<file path="src/rtl/coproc_sched.sv">
// coproc_sched: in-order scheduler for the custom-instruction coprocessor.
// Offloaded instructions are queued at issue and wait there for the core's commit
// or kill. The head entry is then handed to its unit (CNTB or WBITS), and its result
// is returned on the result channel in issue order.
// Optional build macro: COPROC_SCHED_PERF_EN adds the perf_issued_o, perf_killed_o
// and perf_stall_o saturating counters.
//
// Handshakes: a transfer happens on a rising clk_i edge where valid and ready are
// both high. Issue: issue_ready_o depends only on the registered occupancy, and
// issue_accept_o/issue_ls_o are combinational responses to the offered instruction.
// Result: result_valid_o holds, with result_id_o/rd/data/we stable, until a cycle
// with result_ready_i high. Commit and unit_done_i are single-cycle strobes with no
// backpressure.
module coproc_sched #(
  parameter int         DEPTH     = 4,
  parameter int         ID_W      = 4,
  parameter logic [6:0] OPC_CNTB  = 7'h0B,
  parameter logic [6:0] OPC_WBITS = 7'h2B
) (
  input  logic            clk_i,
  input  logic            rst_ni,
  input  logic            issue_valid_i,
  output logic            issue_ready_o,
  input  logic [31:0]     issue_instr_i,
  input  logic [ID_W-1:0] issue_id_i,
  output logic            issue_accept_o,
  output logic            issue_ls_o,
  input  logic            commit_valid_i,
  input  logic [ID_W-1:0] commit_id_i,
  input  logic            commit_kill_i,
  output logic            cntb_start_o,
  output logic            wbits_start_o,
  output logic [31:0]     unit_instr_o,
  input  logic            unit_done_i,
  input  logic [31:0]     unit_data_i,
  input  logic            mem_busy_i,
  output logic            result_valid_o,
  input  logic            result_ready_i,
  output logic [ID_W-1:0] result_id_o,
  output logic [4:0]      result_rd_o,
  output logic [31:0]     result_data_o,
  output logic            result_we_o,
`ifdef COPROC_SCHED_PERF_EN
  output logic [31:0]     perf_issued_o,
  output logic [31:0]     perf_killed_o,
  output logic [31:0]     perf_stall_o,
`endif
  output logic [1:0]      dbg_state_o
);

  localparam int PTR_W = $clog2(DEPTH);
  localparam int CNT_W = PTR_W + 1;

  typedef enum logic [1:0] {S_IDLE, S_EXEC, S_MEM, S_WB} state_e;

  state_e           state_q;
  logic [ID_W-1:0]  q_id    [DEPTH];
  logic [31:0]      q_instr [DEPTH];
  logic [DEPTH-1:0] q_valid;
  logic [DEPTH-1:0] q_unit;   // 1 = WBITS, 0 = CNTB
  logic [DEPTH-1:0] q_cmt;
  logic [DEPTH-1:0] q_kill;
  logic [PTR_W-1:0] head_q;
  logic [PTR_W-1:0] tail_q;
  logic [CNT_W-1:0] count_q;

  logic             is_cntb;
  logic             is_wbits;
  logic             full;
  logic             push;
  logic             pop;
  logic             pop_kill;
  logic             head_kill;
  logic             head_cmt;
  logic             new_match;

  // Issue response, head status and queue push/pop decisions
  always_comb begin
    is_cntb        = (issue_instr_i[6:0] == OPC_CNTB);
    is_wbits       = (issue_instr_i[6:0] == OPC_WBITS);
    full           = (count_q == CNT_W'(DEPTH));
    issue_ready_o  = !full;
    issue_accept_o = issue_valid_i && !full && (is_cntb || is_wbits);
    issue_ls_o     = issue_accept_o && is_wbits;
    push           = issue_accept_o;
    head_kill      = q_valid[head_q] && q_kill[head_q];
    head_cmt       = q_valid[head_q] && q_cmt[head_q];
    pop_kill       = (state_q == S_IDLE) && head_kill;
    pop            = pop_kill || ((state_q == S_WB) && result_ready_i);
    new_match      = commit_valid_i && (commit_id_i == issue_id_i);
    dbg_state_o    = state_q;
  end

  // Queue storage: commit/kill marking, tail write and head release
  always_ff @(posedge clk_i or negedge rst_ni) begin
    if (!rst_ni) begin
      for (int i = 0; i < DEPTH; i++) begin
        q_id[i]    <= '0;
        q_instr[i] <= '0;
      end
      q_valid <= '0;
      q_unit  <= '0;
      q_cmt   <= '0;
      q_kill  <= '0;
      head_q  <= '0;
      tail_q  <= '0;
      count_q <= '0;
    end else begin
      for (int i = 0; i < DEPTH; i++) begin
        if (commit_valid_i && q_valid[i] && (q_id[i] == commit_id_i)) begin
          if (!commit_kill_i) begin
            q_cmt[i] <= 1'b1;
          end else if (!((PTR_W'(i) == head_q) && (state_q != S_IDLE))) begin
            // A dispatched head is already committed; late kills do not apply.
            q_kill[i] <= 1'b1;
          end
        end
      end
      if (push) begin
        q_valid[tail_q] <= 1'b1;
        q_id[tail_q]    <= issue_id_i;
        q_instr[tail_q] <= issue_instr_i;
        q_unit[tail_q]  <= is_wbits;
        q_cmt[tail_q]   <= new_match && !commit_kill_i;
        q_kill[tail_q]  <= new_match && commit_kill_i;
        tail_q          <= tail_q + PTR_W'(1);
      end
      if (pop) begin
        q_valid[head_q] <= 1'b0;
        head_q          <= head_q + PTR_W'(1);
      end
      count_q <= count_q + CNT_W'(push) - CNT_W'(pop);
    end
  end

  // Head sequencer: dispatch, wait for unit and memory, present the result
  always_ff @(posedge clk_i or negedge rst_ni) begin
    if (!rst_ni) begin
      state_q        <= S_IDLE;
      cntb_start_o   <= 1'b0;
      wbits_start_o  <= 1'b0;
      unit_instr_o   <= '0;
      result_valid_o <= 1'b0;
      result_id_o    <= '0;
      result_rd_o    <= '0;
      result_data_o  <= '0;
      result_we_o    <= 1'b0;
    end else begin
      cntb_start_o  <= 1'b0;
      wbits_start_o <= 1'b0;
      unique case (state_q)
        S_IDLE: begin
          // A killed head is popped by the queue logic; the FSM just waits.
          if (!head_kill && head_cmt) begin
            cntb_start_o  <= !q_unit[head_q];
            wbits_start_o <= q_unit[head_q];
            unit_instr_o  <= q_instr[head_q];
            result_id_o   <= q_id[head_q];
            result_rd_o   <= q_instr[head_q][11:7];
            result_we_o   <= !q_unit[head_q];
            state_q       <= S_EXEC;
          end
        end
        S_EXEC: begin
          if (unit_done_i) begin
            result_data_o <= unit_data_i;
            if (!result_we_o && mem_busy_i) begin
              state_q <= S_MEM;
            end else begin
              state_q        <= S_WB;
              result_valid_o <= 1'b1;
            end
          end
        end
        S_MEM: begin
          if (!mem_busy_i) begin
            state_q        <= S_WB;
            result_valid_o <= 1'b1;
          end
        end
        S_WB: begin
          if (result_ready_i) begin
            result_valid_o <= 1'b0;
            state_q        <= S_IDLE;
          end
        end
        default: state_q <= S_IDLE;
      endcase
    end
  end

`ifdef COPROC_SCHED_PERF_EN
  // Saturating event counters: accepted issues, killed pops, issue stall cycles
  always_ff @(posedge clk_i or negedge rst_ni) begin
    if (!rst_ni) begin
      perf_issued_o <= '0;
      perf_killed_o <= '0;
      perf_stall_o  <= '0;
    end else begin
      if (push && (perf_issued_o != '1)) perf_issued_o <= perf_issued_o + 32'd1;
      if (pop_kill && (perf_killed_o != '1)) perf_killed_o <= perf_killed_o + 32'd1;
      if (issue_valid_i && !issue_ready_o && (perf_stall_o != '1)) perf_stall_o <= perf_stall_o + 32'd1;
    end
  end
`endif

endmodule
</file>
<file path="config.mk">
export PLATFORM = sky130hd
export DESIGN_NAME = coproc_sched
export DESIGN_NICKNAME = d
export VERILOG_FILES = /design/src/rtl/coproc_sched.sv
export SDC_FILE = /design/constraint.sdc
export NUM_CORES = 1
export LEC_CHECK = 0
export ABC_AREA = 0
export BUFFER_PORTS_ARGS = -buffer_cell sky130_fd_sc_hd__buf_2
export CORE_MARGIN = 5
export CORE_UTILIZATION = 50
export DETAILED_ROUTE_END_ITERATION = 8
export PLACE_DENSITY = 0.71
export SETUP_SLACK_MARGIN = 0.15
export SLEW_MARGIN = 25
export SYNTH_ARGS = -nofsm -noshare
export SYNTH_HDL_FRONTEND = slang
export SYNTH_SLANG_ARGS = --single-unit
</file>
<file path="constraint.sdc">
create_clock -name clk_i -period 3.14 [get_ports clk_i]
set_input_delay 0.628 -clock clk_i [delete_from_list [all_inputs] [get_ports clk_i]]
set_output_delay 0.628 -clock clk_i [all_outputs]
set_load 0.01 [all_outputs]
</file>
# After elaboration in Yosys (flattened, before gate mapping)
# Index checks and enable logic that the tools add are counted.
# word_totals
regBits,246
inputBits,80
# classes
reduce_logical,42
n_bitwise,5
n_eq_ne,19
n_addsub,4
magnitude_cmp,7
n_mux,66
# ops
operator,n
bitwise mux 128 bit,1
two-way mux 32 bit,3
binary-select mux 32 bit (select 2 bit),1
demux 32 bit (select 2 bit),1
two-way mux 1 bit,35
two-way mux 4 bit,7
logical AND 1 bit,27
equality test 4 bit,5
bitwise mux 16 bit,1
bitwise mux 4 bit,3
binary-select mux 1 bit (select 2 bit),4
binary-select mux 4 bit (select 2 bit),1
demux 4 bit (select 2 bit),1
two-way mux 2 bit,4
"inequality test 2 bit, second input constant",4
case mux 2 bit (4 select lines),1
"equality test 7 x 4 -> 1 bit, second input constant",1
"equality test 7 x 6 -> 1 bit, second input constant",1
"greater-or-equal comparator 3 bit, second input constant",2
"less-than comparator 2 x 3 -> 1 bit, second input constant",2
inverter 2 -> 3 bit,2
zero test 1 bit,5
AND reduction 5 bit,1
"adder 2 x 1 -> 2 bit, second input constant",2
other kinds (21),28

# Longest topological paths before layout
# logic_depth
depth_word,8
depth_mapped,9
depth_no_buf,8

# Least setup slack after synthesis
# OpenSTA, ideal clock, no wires.
# synth_timing
kind,reg2reg
from,register head_q[0]
to,register count_q[2]
path_slack_ns,0.584
stages_incl_launch_ff,9
setup_time_ns,0.123
arrival_ns,2.433
cell_sequence,dfrtp_1 mux4_2 a32o_1 clkbuf_1 ha_1 inv_1 ha_1 fa_1 xnor2_1
# synth_via
elab_chain_cells,6
word_cells_on_any_way,8
classes_between,add/sub: 1; mux: 4; reduce/logical: 3
# synth_lines
item,line_no,source
start: declaration,63,logic [PTR_W-1:0] head_q;
start signal: assignment,130,head_q <= head_q + PTR_W'(1);
binary-select mux 1 bit (select 2 bit),86,head_kill = q_valid[head_q] && q_kill[head_q];
two-way mux 1 bit (implied by the code),86,
logical AND 1 bit (*),86,
logical AND 1 bit (*),88,pop_kill = (state_q == S_IDLE) && head_kill;
logical OR 1 bit (*),89,pop = pop_kill || ((state_q == S_WB) && result_ready_i);
subtractor 3 x 1 -> 3 bit (*),132,count_q <= count_q + CNT_W'(push) - CNT_W'(pop);
end signal: assignment,132,
end: declaration,65,logic [CNT_W-1:0] count_q;
# Mark *: on every way between the ends. The rest lies on a longest branch, timed or not. The select of a mux whose other input is x is not followed.
# A chain may end at the register's enable or synchronous reset.

# Worst setup path after layout
# layout_timing
from,register count_q[1]
to,output issue_ls_o
# layout_via
elab_chain_cells,5
# layout_lines
item,line_no,source
equality test 3 bit,81,full = (count_q == CNT_W'(DEPTH));
zero test 1 bit,83,issue_accept_o = issue_valid_i && !full && (is_cntb || is_wbits);
logical AND 1 bit (2 in a row),83,
logical AND 1 bit,84,issue_ls_o = issue_accept_o && is_wbits;
end: declaration,27,"output logic issue_ls_o,"
# Every way passes these cells.

==> impl_metrics.ini <==
[worst_setup_path]
crit_path_start_kind = flop
cp_max_fo = 8
r2r_setup_slack_ns = 0.52
crit_required_ns = 2.51
r2r_end = count_q[2]
criticalPathCategory = flop to primary output
r2r-start = head_q[1]
rr_worst_depth = 7
arrival_ns = 2.12
cp-end-kind = primary output

[final_layout]
fin_nets = 1054
diodes = 0
drive_above_1_share = 0.4000
area_growth_pct = 20.05
final_cell_mix = dfrtp_1 (239), nand2_1 (190), buf_2 (160), mux2_2 (124), mux4_2 (40)
n_fill_cell = 1664
layout_commonest_cell = dfrtp_1
fin_area_um2 = 12610

[clock_network]
postCtsHoldBufs = 0
numCtsBuffers = 27
htree_levels = 1
cts_tree = yes
ctsResizeCount = 0
cts_setup_buffers = 0
cts_sinks = 241
root_buffer = clkbuf_16
clockBufferDepth = 3
clock_latency_ns = 0.53
path_clk_slew_ns = 0.05

[floorplanning]
num_rows = 53
start_util = 0.5044
coreArea_um2 = 20820
die_w_um = 154.9
die_y_um = 154.9
die_area_um2 = 24010
pin_count = 162

[job]
max_cap_viol_count = 0

[synthesis]
ys_warn_count = 0
synthCells = 804
syn-num-nets = 899
synth_cell_type_count = 46
synth-seq-cells = 241
synth_edf_count = 0
yosysSeqAreaShare = 0.5742
synth_area_leaders = dfrtp_1 (57%), mux2_2 (13%), mux4_2 (8.6%)
netlist.area_leader.share = 0.5742
syn-cell-area_um2 = 10500
syn_area_per_cell_um2 = 13.06
postSynth.asyncResetShare = 1.000
yosysTopAreaCell = dfrtp_1
ys.flop_type = dfrtp_1

[sta]
rsz0062_at_grt = no
layout_min_cycle_time_ns = 2.751
setup_tns_ns = 0
max_slew_margin = 0.4635
drv_slew = 0
max_freq_mhz = 363.5
clock_skew_ns = 0.02030
worstMarginPinSlew_ns = 0.7844
setup_violations = 0
hold_viol_final = 0
finalCritPeriodShare = 0.8761

[worst_hold_path]
min_path_type = primary input to asynchronous set/reset pin

[power_and_ir_drop]
p_per_area_nw_per_um2 = 773.6
p_sw_mw = 2.663
p_seq_frac = 0.402
total_power_mw = 9.755
p_int_mw = 7.092
p_sw_frac = 0.2730
power_frac_clock = 0.369
p_leak_nw = 6.599
ir_drop_uv = 491.7
p_comb_frac = 0.229

[grt]
grtUsageMet1 = 0.2732
grt_overflow = 0
busiest_layer = met2
grt_usage = 0.1942
grt_first_pass_wirelength_um = 37970
grt_pass1_vias = 7104
antenna_found_initial = 2
grt_max_degree = 81
grtUsageMet3 = 0.03783
gr-usage-met2 = 0.3191

[routing]
drc = 0
wirelength_um = 22950
vias_per_cell = 5.306
drt_iter0_markers = 383
drt-pass1-iter-count = 4
wire_per_inst_um = 18.29
final_antenna_net_count = 0
vias = 6659

[place]
hpwl_um = 14880
io_buffers = 161
gp_congestion = 0.8429
place_area_um2 = 11570

[status]
status = finished clean
-- state kept, by name, summed over array words and instances (netlist names), 2 cells and up --
name,count
dbg_state_o,2
q_unit,4
unit_instr_o,32
count_q,3
q_kill,4
q_instr,128
result_data_o,32
head_q,2
tail_q,2
q_id,16
q_cmt,4
result_id_o,4
q_valid,4
-- kinds of logic after synthesis --
| kind of cell | count (synthesis) | share of synthesized area |
|---|---|---|
| AOI/OAI and AO/OA | 32 | 0.02180 |
| xor gates and xnor gates | 18 | 0.01501 |
| adders and majority gates | 15 | 0.01858 |
| buffers and inverters | 73 | 0.03359 |
| DFF | 241 | 0.5742 |
| muxes | 181 | 0.2357 |
| and+or+nand+nor | 244 | 0.1011 |
-- per-layer routing --
| layer | up-vias | wire [µm] |
|---|---|---|
| li1 | 3079 | - |
| met1 | 3344 | 10150 |
| met2 | 199 | 11000 |
| met3 | 33 | 1392 |
| met4 | 4 | 384 |
| met5 | - | 27 |
-- synth_stat cells, types with 2 or more instances --
cell	number
dfrtp_1	241
nand2_1	192
mux2_2	124
mux4_2	40
clkbuf_1	24
inv_1	21
buf_4	15
and2_1	14
ha_1	14
nand2b_1	12
mux2i_1	10
xor2_1	10
xnor2_1	8
mux2_1	7
a21oi_1	6
buf_2	6
o21ai_0	6
nor2b_1	5
a31oi_1	4
a41oi_1	4
nand4_1	4
and3_1	3
buf_1	3
nor3_1	3
a2111oi_0	2
a222oi_1	2
a22oi_1	2
and4_1	2
buf_6	2
nor2_1	2
-- area by class of cell --
cell class | count | area [µm²] | share of cell area
clock buffer | 37 | 773.2 | 0.06132
clock inverter | 13 | 269.0 | 0.02133
inverter | 23 | 86.33 | 0.006847
multi-input combinational | 490 | 4125 | 0.3271
sequential | 241 | 6033 | 0.4785
tap | 275 | 344.1 | 0.02729
timing repair buffer | 176 | 978.4 | 0.07759
-- through the flow --
stage          setup slack, ns  hold slack [ns]  instances    util
2_1_floorplan           0.5843           0.3324        804       -
3_3_place_gp            0.5709           0.4438       1205  0.5555
3_5_place_dp            0.5190           0.4514       1205  0.5555
4_1_cts                 0.3410           0.1069       1255  0.6056
5_1_grt                 0.3078           0.1448       1255  0.6056
6_report                0.3890          0.09886       1255  0.6056
-- how the worst max path moves through the flow --
stage	from	end	slack (ns)	cells after the start
3_3_place_gp	issue_instr_i[4]	issue_ls_o	0.57	5
4_1_cts	count_q[1]	issue_ls_o	0.34	4
6_report	count_q[1]	issue_ls_o	0.39	4
3_5_place_dp	issue_instr_i[4]	issue_ls_o	0.52	5
2_1_floorplan	head_q[0]	count_q[2]	0.58	8
5_1_grt	count_q[1]	issue_ls_o	0.31	4
-- power by group through the flow --
stage / Sequential (mW) / Combinational (mW) / Clock, mW
global route: 3.99 / 2.45 / 3.80
CTS: 3.93 / 2.28 / 3.68
floorplan: 4.05 / 1.37 / 0
global placement: 3.95 / 2.21 / 0
finish: 3.93 / 2.23 / 3.60
detailed placement: 3.98 / 2.27 / 0
-- worst max-delay path: stages, from the launching register on --
cell     delay (ns)
dfrtp_1        0.40
or3b_1         0.49
and3_1         0.33
and2_1         0.24
buf_2          0.15
No activity file was read; power rests on OpenSTA's default activity.
